--- src/rtl/mixer_pkg.sv ---
// +----------------------------------------------------------------------------+
// | mixer_pkg : shared types and width helpers for the voice mixer.            |
// | Revision  : 1.0                                                            |
// +----------------------------------------------------------------------------+
`default_nettype none

package mixer_pkg;

    typedef enum logic [1:0] {
        IDLE  = 2'd0,
        ACCUM = 2'd1,
        DRAIN = 2'd2,
        DONE  = 2'd3
    } mixer_state_t;

    // Extra zero MSB so the unsigned gain stays positive in a signed multiply.
    localparam int GAIN_SIGN_PAD = 1;

    function automatic int calc_out_width(input int sw, input int gw, input int gf, input int nv);
        return sw + gw - gf + $clog2(nv);
    endfunction

    function automatic int calc_idx_width(input int nv);
        return (nv > 1) ? $clog2(nv) : 1;
    endfunction

    function automatic int calc_prod_width(input int sw, input int gw);
        return sw + gw + GAIN_SIGN_PAD;
    endfunction

endpackage

`default_nettype wire

--- src/rtl/mixer_mac.sv ---
// +----------------------------------------------------------------------------+
// | mixer_mac : registered gain multiply / floor shift / mask and accumulator. |
// | Revision  : 1.0                                                            |
// +----------------------------------------------------------------------------+
`default_nettype none

module mixer_mac
    import mixer_pkg::*;
#(
    parameter int SAMPLE_WIDTH = 16,
    parameter int GAIN_WIDTH   = 8,
    parameter int GAIN_FRAC    = 7,
    parameter int OUT_WIDTH    = 20
) (
    input  logic                           clk,
    input  logic                           rst_n,
    input  logic                           clear,
    input  logic                           load,
    input  logic                           active,
    input  logic signed [SAMPLE_WIDTH-1:0] sample,
    input  logic        [GAIN_WIDTH-1:0]   gain,
    output logic signed [OUT_WIDTH-1:0]    acc
);

    localparam int PROD_WIDTH = calc_prod_width(SAMPLE_WIDTH, GAIN_WIDTH);
    localparam int MULT_WIDTH = (PROD_WIDTH > OUT_WIDTH) ? PROD_WIDTH : OUT_WIDTH;

    logic signed [MULT_WIDTH-1:0] sample_ext;
    logic signed [MULT_WIDTH-1:0] gain_ext;
    logic signed [OUT_WIDTH-1:0]  prod_d, prod_q;
    logic signed [OUT_WIDTH-1:0]  acc_d, acc_q;
    logic                         prod_vld_d, prod_vld_q;

    always_comb begin
        sample_ext = MULT_WIDTH'(sample);
        gain_ext   = $signed(MULT_WIDTH'(gain));
        prod_d     = prod_q;
        prod_vld_d = load;
        // The shifted product always fits OUT_WIDTH, so the narrowing cast is lossless.
        if (load) begin
            prod_d = active ? OUT_WIDTH'((sample_ext * gain_ext) >>> GAIN_FRAC) : '0;
        end
        acc_d = acc_q;
        if (clear) begin
            acc_d = '0;
        end else if (prod_vld_q) begin
            acc_d = acc_q + prod_q;
        end
    end

    always_ff @(posedge clk or negedge rst_n) begin
        if (!rst_n) begin
            prod_q     <= '0;
            prod_vld_q <= 1'b0;
            acc_q      <= '0;
        end else begin
            prod_q     <= prod_d;
            prod_vld_q <= prod_vld_d;
            acc_q      <= acc_d;
        end
    end

    assign acc = acc_q;

endmodule

`default_nettype wire

--- src/rtl/voice_mixer.sv ---
// +----------------------------------------------------------------------------+
// | voice_mixer : time-multiplexed gain-weighted sum of all drum voices.       |
// | Revision    : 1.0                                                          |
// +----------------------------------------------------------------------------+
`default_nettype none

module voice_mixer
    import mixer_pkg::*;
#(
    parameter int NUM_VOICES   = 8,
    parameter int SAMPLE_WIDTH = 16,
    parameter int GAIN_WIDTH   = 8,
    parameter int GAIN_FRAC    = 7,
    parameter int OUT_WIDTH    = calc_out_width(SAMPLE_WIDTH, GAIN_WIDTH, GAIN_FRAC, NUM_VOICES)
) (
    input  logic                                 clk,
    input  logic                                 rst_n,
    input  logic                                 sample_req,
    input  logic [NUM_VOICES*SAMPLE_WIDTH-1:0]   voice_samples,
    input  logic [NUM_VOICES*GAIN_WIDTH-1:0]     voice_gains,
    input  logic [NUM_VOICES-1:0]                voice_active,
    output logic signed [OUT_WIDTH-1:0]          mix_out,
    output logic                                 mix_valid,
    output logic                                 busy,
    output logic                                 overrun
);

    localparam int             IDX_WIDTH = calc_idx_width(NUM_VOICES);
    localparam [IDX_WIDTH-1:0] LAST_IDX  = IDX_WIDTH'(NUM_VOICES - 1);

    mixer_state_t                       state_d, state_q;
    logic [IDX_WIDTH-1:0]               idx_d, idx_q;
    logic [NUM_VOICES*SAMPLE_WIDTH-1:0] samples_d, samples_q;
    logic [NUM_VOICES*GAIN_WIDTH-1:0]   gains_d, gains_q;
    logic [NUM_VOICES-1:0]              active_d, active_q;
    logic signed [OUT_WIDTH-1:0]        mix_out_d, mix_out_q;
    logic                               mix_valid_d, mix_valid_q;
    logic                               overrun_d, overrun_q;
    logic                               mac_clear, mac_load;
    logic signed [OUT_WIDTH-1:0]        mac_acc;

    logic signed [SAMPLE_WIDTH-1:0] sample_arr [NUM_VOICES];
    logic        [GAIN_WIDTH-1:0]   gain_arr   [NUM_VOICES];

    for (genvar i = 0; i < NUM_VOICES; i++) begin : g_unpack
        assign sample_arr[i] = samples_q[i*SAMPLE_WIDTH +: SAMPLE_WIDTH];
        assign gain_arr[i]   = gains_q[i*GAIN_WIDTH +: GAIN_WIDTH];
    end

    assign busy = (state_q != IDLE);

    always_comb begin
        state_d     = state_q;
        idx_d       = idx_q;
        samples_d   = samples_q;
        gains_d     = gains_q;
        active_d    = active_q;
        mix_out_d   = mix_out_q;
        mix_valid_d = 1'b0;
        overrun_d   = sample_req && busy;
        mac_clear   = 1'b0;
        mac_load    = 1'b0;
        case (state_q)
            IDLE: begin
                if (sample_req) begin
                    samples_d = voice_samples;
                    gains_d   = voice_gains;
                    active_d  = voice_active;
                    idx_d     = '0;
                    mac_clear = 1'b1;
                    state_d   = ACCUM;
                end
            end
            ACCUM: begin
                mac_load = 1'b1;
                idx_d    = idx_q + IDX_WIDTH'(1);
                if (idx_q == LAST_IDX) begin
                    idx_d   = '0;
                    state_d = DRAIN;
                end
            end
            // The last product is added into the accumulator on this edge.
            DRAIN: begin
                state_d = DONE;
            end
            DONE: begin
                mix_out_d   = mac_acc;
                mix_valid_d = 1'b1;
                state_d     = IDLE;
            end
            default: begin
                state_d = IDLE;
            end
        endcase
    end

    always_ff @(posedge clk or negedge rst_n) begin
        if (!rst_n) begin
            state_q     <= IDLE;
            idx_q       <= '0;
            samples_q   <= '0;
            gains_q     <= '0;
            active_q    <= '0;
            mix_out_q   <= '0;
            mix_valid_q <= 1'b0;
            overrun_q   <= 1'b0;
        end else begin
            state_q     <= state_d;
            idx_q       <= idx_d;
            samples_q   <= samples_d;
            gains_q     <= gains_d;
            active_q    <= active_d;
            mix_out_q   <= mix_out_d;
            mix_valid_q <= mix_valid_d;
            overrun_q   <= overrun_d;
        end
    end

    mixer_mac #(
        .SAMPLE_WIDTH (SAMPLE_WIDTH),
        .GAIN_WIDTH   (GAIN_WIDTH),
        .GAIN_FRAC    (GAIN_FRAC),
        .OUT_WIDTH    (OUT_WIDTH)
    ) u_mac (
        .clk    (clk),
        .rst_n  (rst_n),
        .clear  (mac_clear),
        .load   (mac_load),
        .active (active_q[idx_q]),
        .sample (sample_arr[idx_q]),
        .gain   (gain_arr[idx_q]),
        .acc    (mac_acc)
    );

    assign mix_out   = mix_out_q;
    assign mix_valid = mix_valid_q;
    assign overrun   = overrun_q;

endmodule

`default_nettype wire
--- config.mk ---
export PLATFORM = sky130hd
export DESIGN_NAME = voice_mixer
export DESIGN_NICKNAME = d
export VERILOG_FILES = /design/src/rtl/mixer_pkg.sv /design/src/rtl/mixer_mac.sv /design/src/rtl/voice_mixer.sv
export SDC_FILE = /design/constraint.sdc
export NUM_CORES = 1
export LEC_CHECK = 0
export CORE_UTILIZATION = 50
export CTS_CLUSTER_SIZE = 30
export DETAILED_ROUTE_END_ITERATION = 10
export PLACE_DENSITY = 0.76
export SLEW_MARGIN = 25
export SYNTH_ARGS = -nofsm -noshare
export SYNTH_HDL_FRONTEND = slang
export SYNTH_HIERARCHICAL = 1
export SYNTH_SLANG_ARGS = --single-unit
--- constraint.sdc ---
create_clock -name clk -period 6.3 [get_ports clk]
set_input_delay 0.945 -clock clk [delete_from_list [all_inputs] [get_ports clk]]
set_output_delay 0.945 -clock clk [all_outputs]
set_load 0.01 [all_outputs]
Word level (Yosys, flattened, before mapping) --
Cells that the tools add are included.
Operators by class: add/sub/neg operators 2, multipliers 1, $lt $le $gt $ge 2, equality and inequality tests 6, mux-type cells 21, bitwise logic cells 1, reduce and logical (&&, ||, !) cells 8
Operator list (count):
- two-way mux 20 bit | 3
- binary-select mux 16 bit (select 3 bit) | 1
- two-way mux 16 bit | 2
- multiplier 16 x 9 -> 25 bit | 1
- binary-select mux 8 bit (select 3 bit) | 1
- adder 20 bit | 1
- two-way mux 8 bit | 2
- one-hot mux 2 bit (4 select lines) | 1
- two-way mux 3 bit | 2
- one-hot mux 3 bit (2 select lines) | 1
- AND reduction 2 bit | 3
- nonzero test 2 bit | 3
- two-way mux 1 bit | 5
- equality test 2 bit (second input constant) | 2
- greater-or-equal comparator 4 bit (second input constant) | 1
- < comparator 3 x 4 -> 1 bit (second input constant) | 1
- two-way mux 2 bit | 2
- != test 2 bit (second input constant) | 2
- inverter 3 -> 4 bit | 1
- adder 3 x 1 -> 3 bit (second input constant) | 1
- binary-select mux 1 bit (select 3 bit) | 1
- equality test 3 bit (second input constant) | 1
- equality test 2 x 1 -> 1 bit (second input constant) | 1
- zero test 2 bit | 1
- logical AND 1 bit | 1
Word-level totals: register bits after elaboration 268, output and inout port bits 23

Logic depth before layout (Yosys ltp) --
depth in word-level cells 6, mapped depth 24, depth with buffers taken out 21

Modules after synthesis --
The synthesis kept the hierarchy.
By module, submodules not included:
- voice_mixer | instances 1, cells an instance 585, area an instance 10178.5 µm², sequential area each 5680.4 µm²
- mixer_mac | instances 1, cells an instance 732, area an instance 6683.9 µm², sequential area each 975.9 µm²

Least setup slack after synthesis --
OpenSTA, ideal clock, no wires.
kind reg-to-reg, start point register idx_q[0], end point register u_mac.prod_q[11], library setup time 0.101 ns, arrival time 5.762 ns, path slack 0.437 ns, stages on the path, launching flop included 22, path through dfrtp_1 > buf_6 > buf_6 > mux4_1 > mux2_2 > clkbuf_1 > and2_1 > fa_1 > fa_1 > fa_1 > inv_1 > fa_1 > inv_1 > ha_1 > and3_1 > a221oi_1 > o22ai_1 > a21oi_2 > a21boi_1 > o21a_1 > o21a_1 > o32ai_1
Between the ends: word-level cells in the longest chain between the ends 6
RTL lines:
- start: declaration | line voice_mixer.sv:32 | logic [IDX_WIDTH-1:0] idx_d, idx_q;
- start signal: assignment | line voice_mixer.sv:109 | idx_q <= idx_d;
- inverter 3 -> 4 bit (implied by the code) | line voice_mixer.sv:130, voice_mixer.sv:131
- binary-select mux 16 bit (select 3 bit) or binary-select mux 8 bit (select 3 bit) (tied branches) | line voice_mixer.sv:130, voice_mixer.sv:131
- two-way mux 16 bit (implied by the code) or two-way mux 8 bit (tied branches) (2 in a row) | line voice_mixer.sv:130, voice_mixer.sv:131
- multiplier 16 x 9 -> 25 bit | line mixer_mac.sv:41 | prod_d = active ? OUT_WIDTH'((sample_ext * gain_ext) >>> GAIN_FRAC) : '0;
- two-way mux 20 bit (*) | line mixer_mac.sv:41
- end signal: assignment | line mixer_mac.sv:57 | prod_q <= prod_d;
- end: declaration | line mixer_mac.sv:30 | logic signed [OUT_WIDTH-1:0] prod_d, prod_q;
Every way passes the cells marked *; elsewhere a longest branch is shown, timed or not. The select of a mux whose other input is x is not followed. A chain may end at the register's enable or synchronous reset.

Final worst setup path --
Ends and elaborated chain as after synthesis.

==> metrics.md <==
| Metric | Value |
|---|---|
| Max cap viols | `0` |
| Post-synthesis adder-cell area fraction | `0.1738` |
| Most frequent CP cell | `fa_1` |
| Initial antenna violation count | `6` |
| Largest family of logic cells by synthesized area | `multiplexers` |
| Synth area leaders | `dfrtp_1 (39%), mux2_2 (16%), fa_1 (12%)` |
| Post-synth top area share | `0.3947` |
| Global route overflow | `0` |
| Worst slack, placed | `approximately 110 ps` |
| WP data required | `just under 7000 ps` |
| Pre-antenna DRT Iters | `5` |
| Dominant synthesized flop cell | `dfrtp_1` |
| Worst Path Arrival | `~6500 ps` |
| Crit. End Element | `flop` |
| Drt via density | `roughly 5.4` |
| Core ar. | `~33,000 sq um` |
| CTS clock-pin slew for the worst setup and hold paths | `around 60 ps` |
| Synth Area in XOR/XNOR | `0.01350` |
| Dpl hpwl | `28.42 mm` |
| Fill count | `~2.5k` |
| Post-synthesis mux area share | `0.2490` |
| Htree depth | `1` |
| Max Buffers Root-to-Sink | `3` |
| Final WS setup | `about 300 ps` |
| Asr flop ratio synth | `1.000` |
| Most frequent cell after synthesis | `dfrtp_1` |
| Hold buffer count at CTS | `0` |
| Fin crit share | `0.9525` |
| CP Cell Sequence | `buf_4 -> buf_8 -> mux4_1 -> mux2_4 -> and2_1 -> fa_1 -> fa_1 -> fa_1 -> inv_1 -> fa_1 -> inv_1 -> ha_1 -> and3_4 -> a221oi_2 -> o22ai_1 -> a21oi_2 -> buf_4 -> a21boi_2 -> o21a_1 -> o21a_1 -> o32ai_1` |
| Gpl congestion | `0.8765` |
| DR vias | `about 11k` |
| Nets | `1,936` |
| WL final | `38.95 mm` |
| Worst r2r src | `idx_q[0]$_DFFE_PN0P_` |
| YS warnings | `6` |
| # IOs | `226` |
| Largest stage delay, worst path | `approximately 560 ps` |
| Largest net degree at the start of global routing | `roughly 180` |
| Cell accounting for the most synthesized area | `dfrtp_1` |
| Compound-Gate Fraction of Synth Area | `0.05009` |
| Crit path kind | `reg2reg` |
| CTS buffer count | `29` |
| CTS tree | `built` |
| Residual DRC count | `0` |
| Simple-gate share of the synthesized area | `0.06389` |
| Clk_lat worst skew | `580 ps` |
| Syn Nets | `about 1.7k` |
| Register area share after synthesis | `0.3947` |
| Final setup fails | `0` |
| Distinct cells, synth | `62` |
| FMAX | `between 150 and 200 MHz` |
| Worst-Margin Slew | `960.3 ps` |
| Syn avg cell area | `around 13 sq um` |
| Clk_skew | `between 10 and 15 ps` |
| Die Y | `185.6 um` |
| Full die area | `about 34,000 sq um` |
| Initial DRC Count | `636` |
| Crit. Startpoint | `idx_q[0]$_DFFE_PN0P_` |
| Detail Route Antenna Nets | `0` |
| Number of synthesized flops with an enable pin | `0` |
| Slowest stage cell, crit path | `fa_1` |
| Routed WL per cell | `19.22 um` |
| Cell count after synthesis | `1,317` |
| Tot GR Track Use | `0.2275` |
| Syn-to-layout area delta | `23.91%` |
| Buffers on Ports | `225` |
| Die width | `185.6 um` |
| Hold Path Class | `in2async` |
| Max-slew violation count | `0` |
| Starting Density | `0.5131` |
| Final Hold Fails | `0` |
| Post-layout minimum cycle time | `about 6000 ps` |
| R2R Setup Slk | `about 300 ps` |
| Clk sink count | `between 200 and 300` |
| Startpoint types | `flop` |
| Slew headroom | `0.3598` |
| First-pass GRT wire length | `about 61 mm` |
| Commonest cells in the netlist | `dfrtp_1 (266), mux2_2 (246), inv_1 (160)` |
| Mapped Area | `~17,000 sq um` |
| Rows | `66` |
| Share of layout cells above drive strength 1 | `0.2369` |
| Clock root cell | `clkbuf_16` |
| Vias in the first global route | `about 12k` |
| Status | `complete, no violations` |
| Synthesis-stage register bit count | `between 200 and 300` |
| Worst-path fanout max | `11` |
-- registers in the layout, indices dropped and copies added (netlist names) --
signal	cells
idx_q	3
state_q	2
mix_valid	1
u_mac/prod_vld_q	1
samples_q	128
active_q	8
u_mac/prod_q	18
u_mac/acc	20
mix_out	20
gains_q	64
overrun	1
-- per-stage QoR --
stage,std cells,hold slack [ps],TNS [ps],cell area (sq um),utilization
after detailed placement,1942,485.1,0,19520,0.5939
after floorplan,1317,458.7,0,16860,-
final,2026,393.3,0,20900,0.6358
after global routing,2025,449.6,-125.5,20890,0.6357
after CTS,1996,413.8,0,20530,0.6246
after global placement,1942,478.6,0,19520,0.5939
-- metal layers --
layer  routed length, um  global-route usage
met1               16330              0.2958
met2               18990              0.3832
met3                2728             0.05752
met4                 834             0.05148
met5                  64                   0
-- cell usage in the layout (no fill, tap or decap), types with 5 or more instances in the layout --
| cell type | instances |
|---|---|
| a21o_1 | 6 |
| a21oi_1 | 15 |
| a21oi_2 | 5 |
| a22o_1 | 5 |
| a31oi_1 | 5 |
| and2_1 | 71 |
| and3_1 | 5 |
| buf_12 | 7 |
| buf_4 | 28 |
| clkbuf_16 | 31 |
| clkbuf_8 | 8 |
| clkdlybuf4s50_1 | 224 |
| clkinv_2 | 8 |
| dfrtp_1 | 264 |
| fa_1 | 101 |
| ha_1 | 70 |
| inv_1 | 160 |
| mux2_2 | 239 |
| mux2_4 | 9 |
| mux2i_1 | 13 |
| mux4_1 | 39 |
| mux4_2 | 11 |
| nand2_1 | 69 |
| nor2_1 | 40 |
| nor2b_1 | 6 |
| nor3_1 | 7 |
| o21a_1 | 10 |
| o21ai_1 | 7 |
| o21bai_1 | 7 |
| o2bb2ai_1 | 8 |
| o32ai_1 | 6 |
| xnor2_1 | 22 |
-- cells by family (layout without fill, tap and decap cells) --
family | Yosys count | after routing
and+or+nand+nor | 216 | 216
other | 0 | 1
muxes | 310 | 311
AOI/OAI and AO/OA | 111 | 111
DFF | 266 | 266
xor gates and xnor gates | 26 | 26
buffers and inverters | 215 | 480
adders and majority gates | 173 | 173
-- worst max-delay path: cells and delay by family (launching register included) --
family	cells	cell delay, ps
AND/OR/NAND/NOR	2	390
adder cells (fa/ha/maj)	5	2440
multiplexers	2	880
flip-flops	1	420
buffers and inverters	5	520
AO/OA/AOI/OAI	7	1210
-- worst paths after layout --
path	endpoint	depth (start not counted)
setup reg to reg	u_mac/prod_q[11]$_DFFE_PN0P_	21
min in group clk	u_mac/prod_q[5]$_DFFE_PN0P_	1
hold reg to reg	u_mac/prod_q[5]$_DFFE_PN0P_	1
max in group asynchronous	samples_q[13]$_DFFE_PN0P_	3
setup / recovery	u_mac/prod_q[11]$_DFFE_PN0P_	21
hold / removal	u_mac/acc[1]$_DFFE_PN0P_	1
-- repair_timing --
item,4_1_cts,5_1_grt
endpoints found under the hold margin,0,0
resized for setup,0,24
endpoints found under the setup margin,0,8
buffers inserted,0,25
-- cell type report --
cell class,instances,area [sq um],area share
Multi-Input combinational cell,837,9353,0.4476
Sequential cell,266,6659,0.3187
Timing Repair Buffer,265,2715,0.1299
Clock buffer,41,850.8,0.04072
Inverter,161,604.3,0.02892
Tap cell,442,553.0,0.02647
Clock inverter,13,157.7,0.007545
Antenna cell,1,2.502,0.0001198
Power is left out: the tool's default activity adds up to more than one toggle a clock period on the data nets, which glitch-free logic cannot reach.
